<file path="src/rtl/prog_clkdiv_pkg.sv">
// Shared constants for the programmable clock divider.
//   CH_IDX_W  : width of the channel index used by the configuration port.
//   DIV_CLAMP : smallest usable divisor; a programmed divisor below it
//               (i.e. zero) behaves as this value.
package prog_clkdiv_pkg;
  localparam int CH_IDX_W  = 4;
  localparam int DIV_CLAMP = 1;
endpackage

</file>
<file path="src/rtl/prog_clock_divider_channel.sv">
// One divider channel: counts enabled cycles up to the terminal count of its
// active divisor, emitting a one-cycle tick and toggling a 50% square wave
// at each terminal count. A newly written divisor waits in a pending slot
// and is swapped in only at a period boundary so sclk never glitches.
// Ports:
//   clk, reset   : system clock, asynchronous active-high reset
//   en           : run enable for this channel
//   sync_clr     : phase-align strobe shared by all channels
//   wr, wr_div   : divisor write strobe (already decoded) and value
//   sclk, tick   : registered square wave and terminal-count strobe
//   pending      : a written divisor has not yet been applied
module clkdiv_channel
  import prog_clkdiv_pkg::*;
#(
  parameter int CNT_W       = 32,
  parameter int DEFAULT_DIV = 50000000
) (
  input  logic             clk,
  input  logic             reset,
  input  logic             en,
  input  logic             sync_clr,
  input  logic             wr,
  input  logic [CNT_W-1:0] wr_div,
  output logic             sclk,
  output logic             tick,
  output logic             pending
);

  localparam logic [CNT_W-1:0] DIV_RST   = CNT_W'(DEFAULT_DIV);
  localparam logic [CNT_W-1:0] DIV_MIN_W = CNT_W'(DIV_CLAMP);

  logic [CNT_W-1:0] cnt_q, cnt_d;
  logic [CNT_W-1:0] div_act_q, div_act_d;
  logic [CNT_W-1:0] div_pend_q, div_pend_d;
  logic             pend_q, pend_d;
  logic             sclk_q, sclk_d;
  logic             tick_q, tick_d;

  logic [CNT_W-1:0] div_eff;
  logic [CNT_W-1:0] term;
  logic             apply;

  always_comb begin
    cnt_d      = cnt_q;
    div_act_d  = div_act_q;
    div_pend_d = div_pend_q;
    pend_d     = pend_q;
    sclk_d     = sclk_q;
    tick_d     = 1'b0;
    apply      = 1'b0;

    // A zero divisor is clamped so that terminal count never underflows.
    div_eff = (div_act_q < DIV_MIN_W) ? DIV_MIN_W : div_act_q;
    term    = div_eff - DIV_MIN_W;

    if (sync_clr || !en) begin
      // Both park the channel at the start of a period, which is also a
      // safe moment to swap in a waiting divisor.
      cnt_d  = '0;
      sclk_d = 1'b0;
      apply  = pend_q;
    end else if (cnt_q == term) begin
      cnt_d  = '0;
      tick_d = 1'b1;
      sclk_d = ~sclk_q;
      apply  = pend_q;
    end else begin
      cnt_d = cnt_q + 1'b1;
    end

    if (apply) begin
      div_act_d = div_pend_q;
      pend_d    = 1'b0;
    end

    // A write in the same cycle as an application lands after it, so the
    // new value stays pending for the next boundary.
    if (wr) begin
      div_pend_d = wr_div;
      pend_d     = 1'b1;
    end
  end

  always_ff @(posedge clk or posedge reset) begin
    if (reset) begin
      cnt_q      <= '0;
      div_act_q  <= DIV_RST;
      div_pend_q <= DIV_RST;
      pend_q     <= 1'b0;
      sclk_q     <= 1'b0;
      tick_q     <= 1'b0;
    end else begin
      cnt_q      <= cnt_d;
      div_act_q  <= div_act_d;
      div_pend_q <= div_pend_d;
      pend_q     <= pend_d;
      sclk_q     <= sclk_d;
      tick_q     <= tick_d;
    end
  end

  assign sclk    = sclk_q;
  assign tick    = tick_q;
  assign pending = pend_q;

endmodule

</file>
<file path="src/rtl/prog_clock_divider.sv">
// Programmable multi-channel clock divider. Instantiates NUM_CH independent
// divider channels and routes the divisor write strobe to the addressed
// channel; writes to indices at or beyond NUM_CH are dropped.
// Ports:
//   clk, reset    : system clock, asynchronous active-high reset
//   ch_en         : per-channel run enable
//   sync_clr      : restart all channels at phase zero
//   cfg_wr        : divisor write strobe (one cycle)
//   cfg_ch        : channel index for cfg_wr
//   cfg_div       : divisor value for cfg_wr
//   sclk          : per-channel square wave, period 2*div
//   tick          : per-channel one-cycle strobe, once every div cycles
//   cfg_pending   : per-channel written divisor not yet applied
module prog_clock_divider
  import prog_clkdiv_pkg::*;
#(
  parameter int NUM_CH      = 4,
  parameter int CNT_W       = 32,
  parameter int DEFAULT_DIV = 50000000
) (
  input  logic                clk,
  input  logic                reset,
  input  logic [NUM_CH-1:0]   ch_en,
  input  logic                sync_clr,
  input  logic                cfg_wr,
  input  logic [CH_IDX_W-1:0] cfg_ch,
  input  logic [CNT_W-1:0]    cfg_div,
  output logic [NUM_CH-1:0]   sclk,
  output logic [NUM_CH-1:0]   tick,
  output logic [NUM_CH-1:0]   cfg_pending
);

  for (genvar i = 0; i < NUM_CH; i++) begin : g_ch
    logic wr_sel;
    assign wr_sel = cfg_wr && (cfg_ch == CH_IDX_W'(i));

    clkdiv_channel #(
      .CNT_W       (CNT_W),
      .DEFAULT_DIV (DEFAULT_DIV)
    ) u_ch (
      .clk      (clk),
      .reset    (reset),
      .en       (ch_en[i]),
      .sync_clr (sync_clr),
      .wr       (wr_sel),
      .wr_div   (cfg_div),
      .sclk     (sclk[i]),
      .tick     (tick[i]),
      .pending  (cfg_pending[i])
    );
  end

endmodule

</file>
<file path="config.mk">
export PLATFORM = sky130hd
export DESIGN_NAME = prog_clock_divider
export DESIGN_NICKNAME = d
export VERILOG_FILES = /design/src/rtl/prog_clkdiv_pkg.sv /design/src/rtl/prog_clock_divider_channel.sv /design/src/rtl/prog_clock_divider.sv
export SDC_FILE = /design/constraint.sdc
export NUM_CORES = 1
export LEC_CHECK = 0
export BUFFER_PORTS_ARGS = -buffer_cell sky130_fd_sc_hd__buf_4
export CAP_MARGIN = 20
export CORE_UTILIZATION = 40
export CTS_CLUSTER_DIAMETER = 100
export DETAILED_ROUTE_END_ITERATION = 6
export GPL_ROUTABILITY_DRIVEN = 0
export HOLD_SLACK_MARGIN = 0.15
export PLACE_DENSITY = 0.52
export SYNTH_ARGS = -nofsm -noshare
export SYNTH_HDL_FRONTEND = slang
export SYNTH_SLANG_ARGS = --single-unit
</file>
<file path="constraint.sdc">
create_clock -name clk -period 15.24 [get_ports clk]
set_input_delay 2.286 -clock clk [delete_from_list [all_inputs] [get_ports clk]]
set_output_delay 2.286 -clock clk [all_outputs]
set_load 0.03 [all_outputs]
</file>
==> impl_metrics.tcl <==
set metrics [dict create \
    synthesis.area_um2 22500 \
    ys_seq_area_share_pct 44.6 \
    crit_arrival_ns 5.80 \
    syn_inst 2209 \
    worstSetupStartpointType "register" \
    final_hold_viol_count 0 \
    yosys.area_share.simple_pct 18.8 \
    synth.distinct_cells 80 \
    power_density_nw_per_um2 137 \
    synth_compound_area_share_pct 10.0 \
    hold_slack_ns 0.483 \
    wl_met3_mm 2.15 \
    synth_top_family_by_area "simple AND/OR/NAND/NOR gates" \
    die_area_um2 57200 \
    postCtsSetupRepairBufs 0 \
    ant_nets 0 \
    cts_tree "yes" \
    intPower_uw 2310 \
    antenna_found_initial 0 \
    reg2reg_depth 15 \
    drtPass1Iterations 5 \
    synth_edf_count 0 \
    ys.flop_type "dfrtp_1" \
    post-route-period-util_pct 35.0 \
    whs_path_depth 1 \
    design.core.area_um2 55300 \
    yosysTopAreaCell "dfrtp_1" \
    syn_avg_cell_area_um2 10.2 \
    fmax_mhz 187 \
    grt_pass1_wl_mm 96.0 \
    syn_to_final_growth_pct 10.9 \
    clock_skew_ns 0.0180 \
    synthTopCellsByArea "dfrtp_1 (33%), dfstp_2 (11%), mux2_2 (8.0%), xnor2_1 (5.4%), xor2_1 (4.8%)" \
    rows 86 \
    status "complete, no violations" \
    highest_layer "met4" \
    grt.total_usage_pct 21.4 \
    rsz0062_at_grt "false" \
    routed_wl_mm 59.6 \
    clk_latency_ns 0.59 \
    synth.top_cells.by_count "dfrtp_1 (300), nor2_1 (207), mux2_2 (160), xnor2_1 (140), xor2_1 (123)" \
    synth_async_sr_flop_share_pct 100 \
    seqPwrFrac_pct 42.9 \
    drt_iter0_drc 1100 \
    drv_slew 0 \
    slew_headroom_pct 36.4 \
    max-vdd-ir-drop_mv 0.0758 \
    grt_pass1_vias 16600 \
    wl_met1_mm 28.6 \
    wl_met2_mm 27.0 \
    synth_fa_ha_area_share_pct 0.445 \
    critPathKind "register to register" \
    syn_nets 2261 \
    grt_max_degree 119 \
    final_net_count 2242 \
    cts_sinks 396 \
    synth_warnings 0 \
    cellLeakagePower_uw 0.00981 \
    routed_via_density 5.66 \
    avgRoutedWirePerCell_um 20.0 \
    period_needed_ns 5.34 \
    ys_ff_latch 396 \
    synth_xor_area_share_pct 10.2 \
    cts_resized 0 \
    synth_mux_area_share_pct 12.3 \
    holdBufCountCts 0 \
    cp.required_ns 15.70 \
    clkPwrFrac_pct 32.5 \
    p_sw_share_pct 32.5 \
    start_util_pct 40.7 \
    yosysTopAreaCellShare_pct 33.3 \
    portBuffers 55 \
    setup_viol 0 \
    vias 16800 \
    clk_pin_slew_ns 0.06 \
    hpwl_mm 41.8 \
    tightestPinTransition_ns 0.954 \
    htreeDepth 2 \
    die_y_um 239 \
    worstSetupEndpointType "register" \
    route.detailed.drc 0 \
    path_max_fanout 59 \
    max-cap-violations 0 \
    grt_overflow 0 \
    p_comb_share_pct 24.6 \
    synth_most_common_cell "dfrtp_1" \
    cts_buffers 46 \
    clock-root-buffer "clkbuf_16" \
    fin_setup_tns_ns 0 \
    io_pins 56 \
    drive_gt1_share_pct 20.9 \
    hp-class "register to register" \
    die_w_um 239 \
    cts_buffer_depth 3 \
    power.switching_uw 1110 \
]
## routing by layer
| metal | vias up | GRT usage, % |
|---|---|---|
| met5 | - | 0 |
| li1 | 8041 | - |
| met1 | 8386 | 30.6 |
| met3 | 98 | 2.57 |
| met2 | 318 | 33.4 |
| met4 | 0 | 7.56 |
## metrics by stage
stage | cells | util [%] | area [um2] | power [uW] | worst slack [ns]
floorplan | 2209 | - | 22500 | 2080 | 2.10
global placement | 2888 | 42.3 | 23400 | 2300 | 10.08
detailed placement | 2888 | 42.3 | 23400 | 2320 | 9.96
CTS | 2974 | 45.0 | 24900 | 3460 | 9.97
global route | 2976 | 45.1 | 25000 | 3620 | 9.29
finish | 2977 | 45.1 | 25000 | 3430 | 9.90
## sequential cells by signal, summed over array words and instances, names as in the netlist
signal                flops
g_ch.u_ch.cnt_q         128
g_ch.u_ch.sclk            4
g_ch.u_ch.pending         4
g_ch.u_ch.tick            4
g_ch.u_ch.div_pend_q    128
g_ch.u_ch.div_act_q     128
## worst paths after layout
path / startpoint / to / slack (ns)
max: g_ch[1].u_ch.div_act_q[26] / g_ch[1].u_ch.pending / 9.90
min: g_ch[3].u_ch.div_pend_q[2] / g_ch[3].u_ch.div_act_q[2] / 0.48
max reg2reg: g_ch[1].u_ch.div_act_q[26] / g_ch[1].u_ch.pending / 9.90
min reg2reg: g_ch[3].u_ch.div_pend_q[2] / g_ch[3].u_ch.div_act_q[2] / 0.48
max in group asynchronous: reset / g_ch[0].u_ch.cnt_q[24] / 11.00
min in group asynchronous: reset / g_ch[3].u_ch.cnt_q[11] / 1.85
## cells in the final DEF (no fill, tap or decap), types with 26 or more instances in the layout
master,synthesis,routed
mux2_2,160,160
nand4_1,59,59
xnor2_1,140,140
or3_1,36,36
nor2_1,207,207
buf_4,18,74
nor3_1,96,95
o2bb2ai_1,30,30
inv_1,46,45
nand2_1,121,121
clkbuf_16,0,46
mux2_4,30,30
nand3_1,90,90
a21oi_1,31,31
xor2_1,123,123
dfrtp_1,300,300
nor4_1,53,53
or4_1,32,32
and3_1,26,26
a31oi_1,55,55
mux2_1,35,35
o311ai_0,35,35
dfstp_2,96,96
## kinds of logic (layout without fill, tap and decap cells)
kind of cell | count (synthesis) | in the layout
compound gates | 296 | 296
xor+xnor | 263 | 263
fa+ha+maj | 8 | 8
buf+inv | 189 | 208
flops | 396 | 396
mux | 237 | 237
other cells | 0 | 1
simple gates | 820 | 820
## area by class of cell
type,count,area [um2]
antenna,1,2.50
tap,748,936
clock buffer,71,1310
fill,5280,30300
clock inverter,15,196
timing repair buffer,76,611
sequential,396,10000
multi-input combinational,1624,11700
inverter,46,180
## worst max-delay path, cell delays in order, from the launching register on
cell       delay (ns)
dfrtp_1          0.46
nor4_1           0.82
nand4_1          0.48
nor3_1           0.44
nor2_1           0.09
ha_1             0.24
xnor2_1          0.14
xnor2_1          0.13
nor4_1           0.52
o2111ai_1        0.20
nor4_1           0.32
nand4_1          0.29
buf_4            0.37
o21ai_2          0.19
buf_4            0.34
o21bai_1         0.10
## power groups by stage
stage                     clock [uW]  combinational [uW]  sequential (uW)
after floorplan                    0                 693             1380
after global placement             0                 823             1470
after detailed placement           0                 837             1480
after CTS                       1150                 842             1470
after global routing            1190                 927             1500
final                           1110                 841             1470
(Power assumes the default switching activity.)
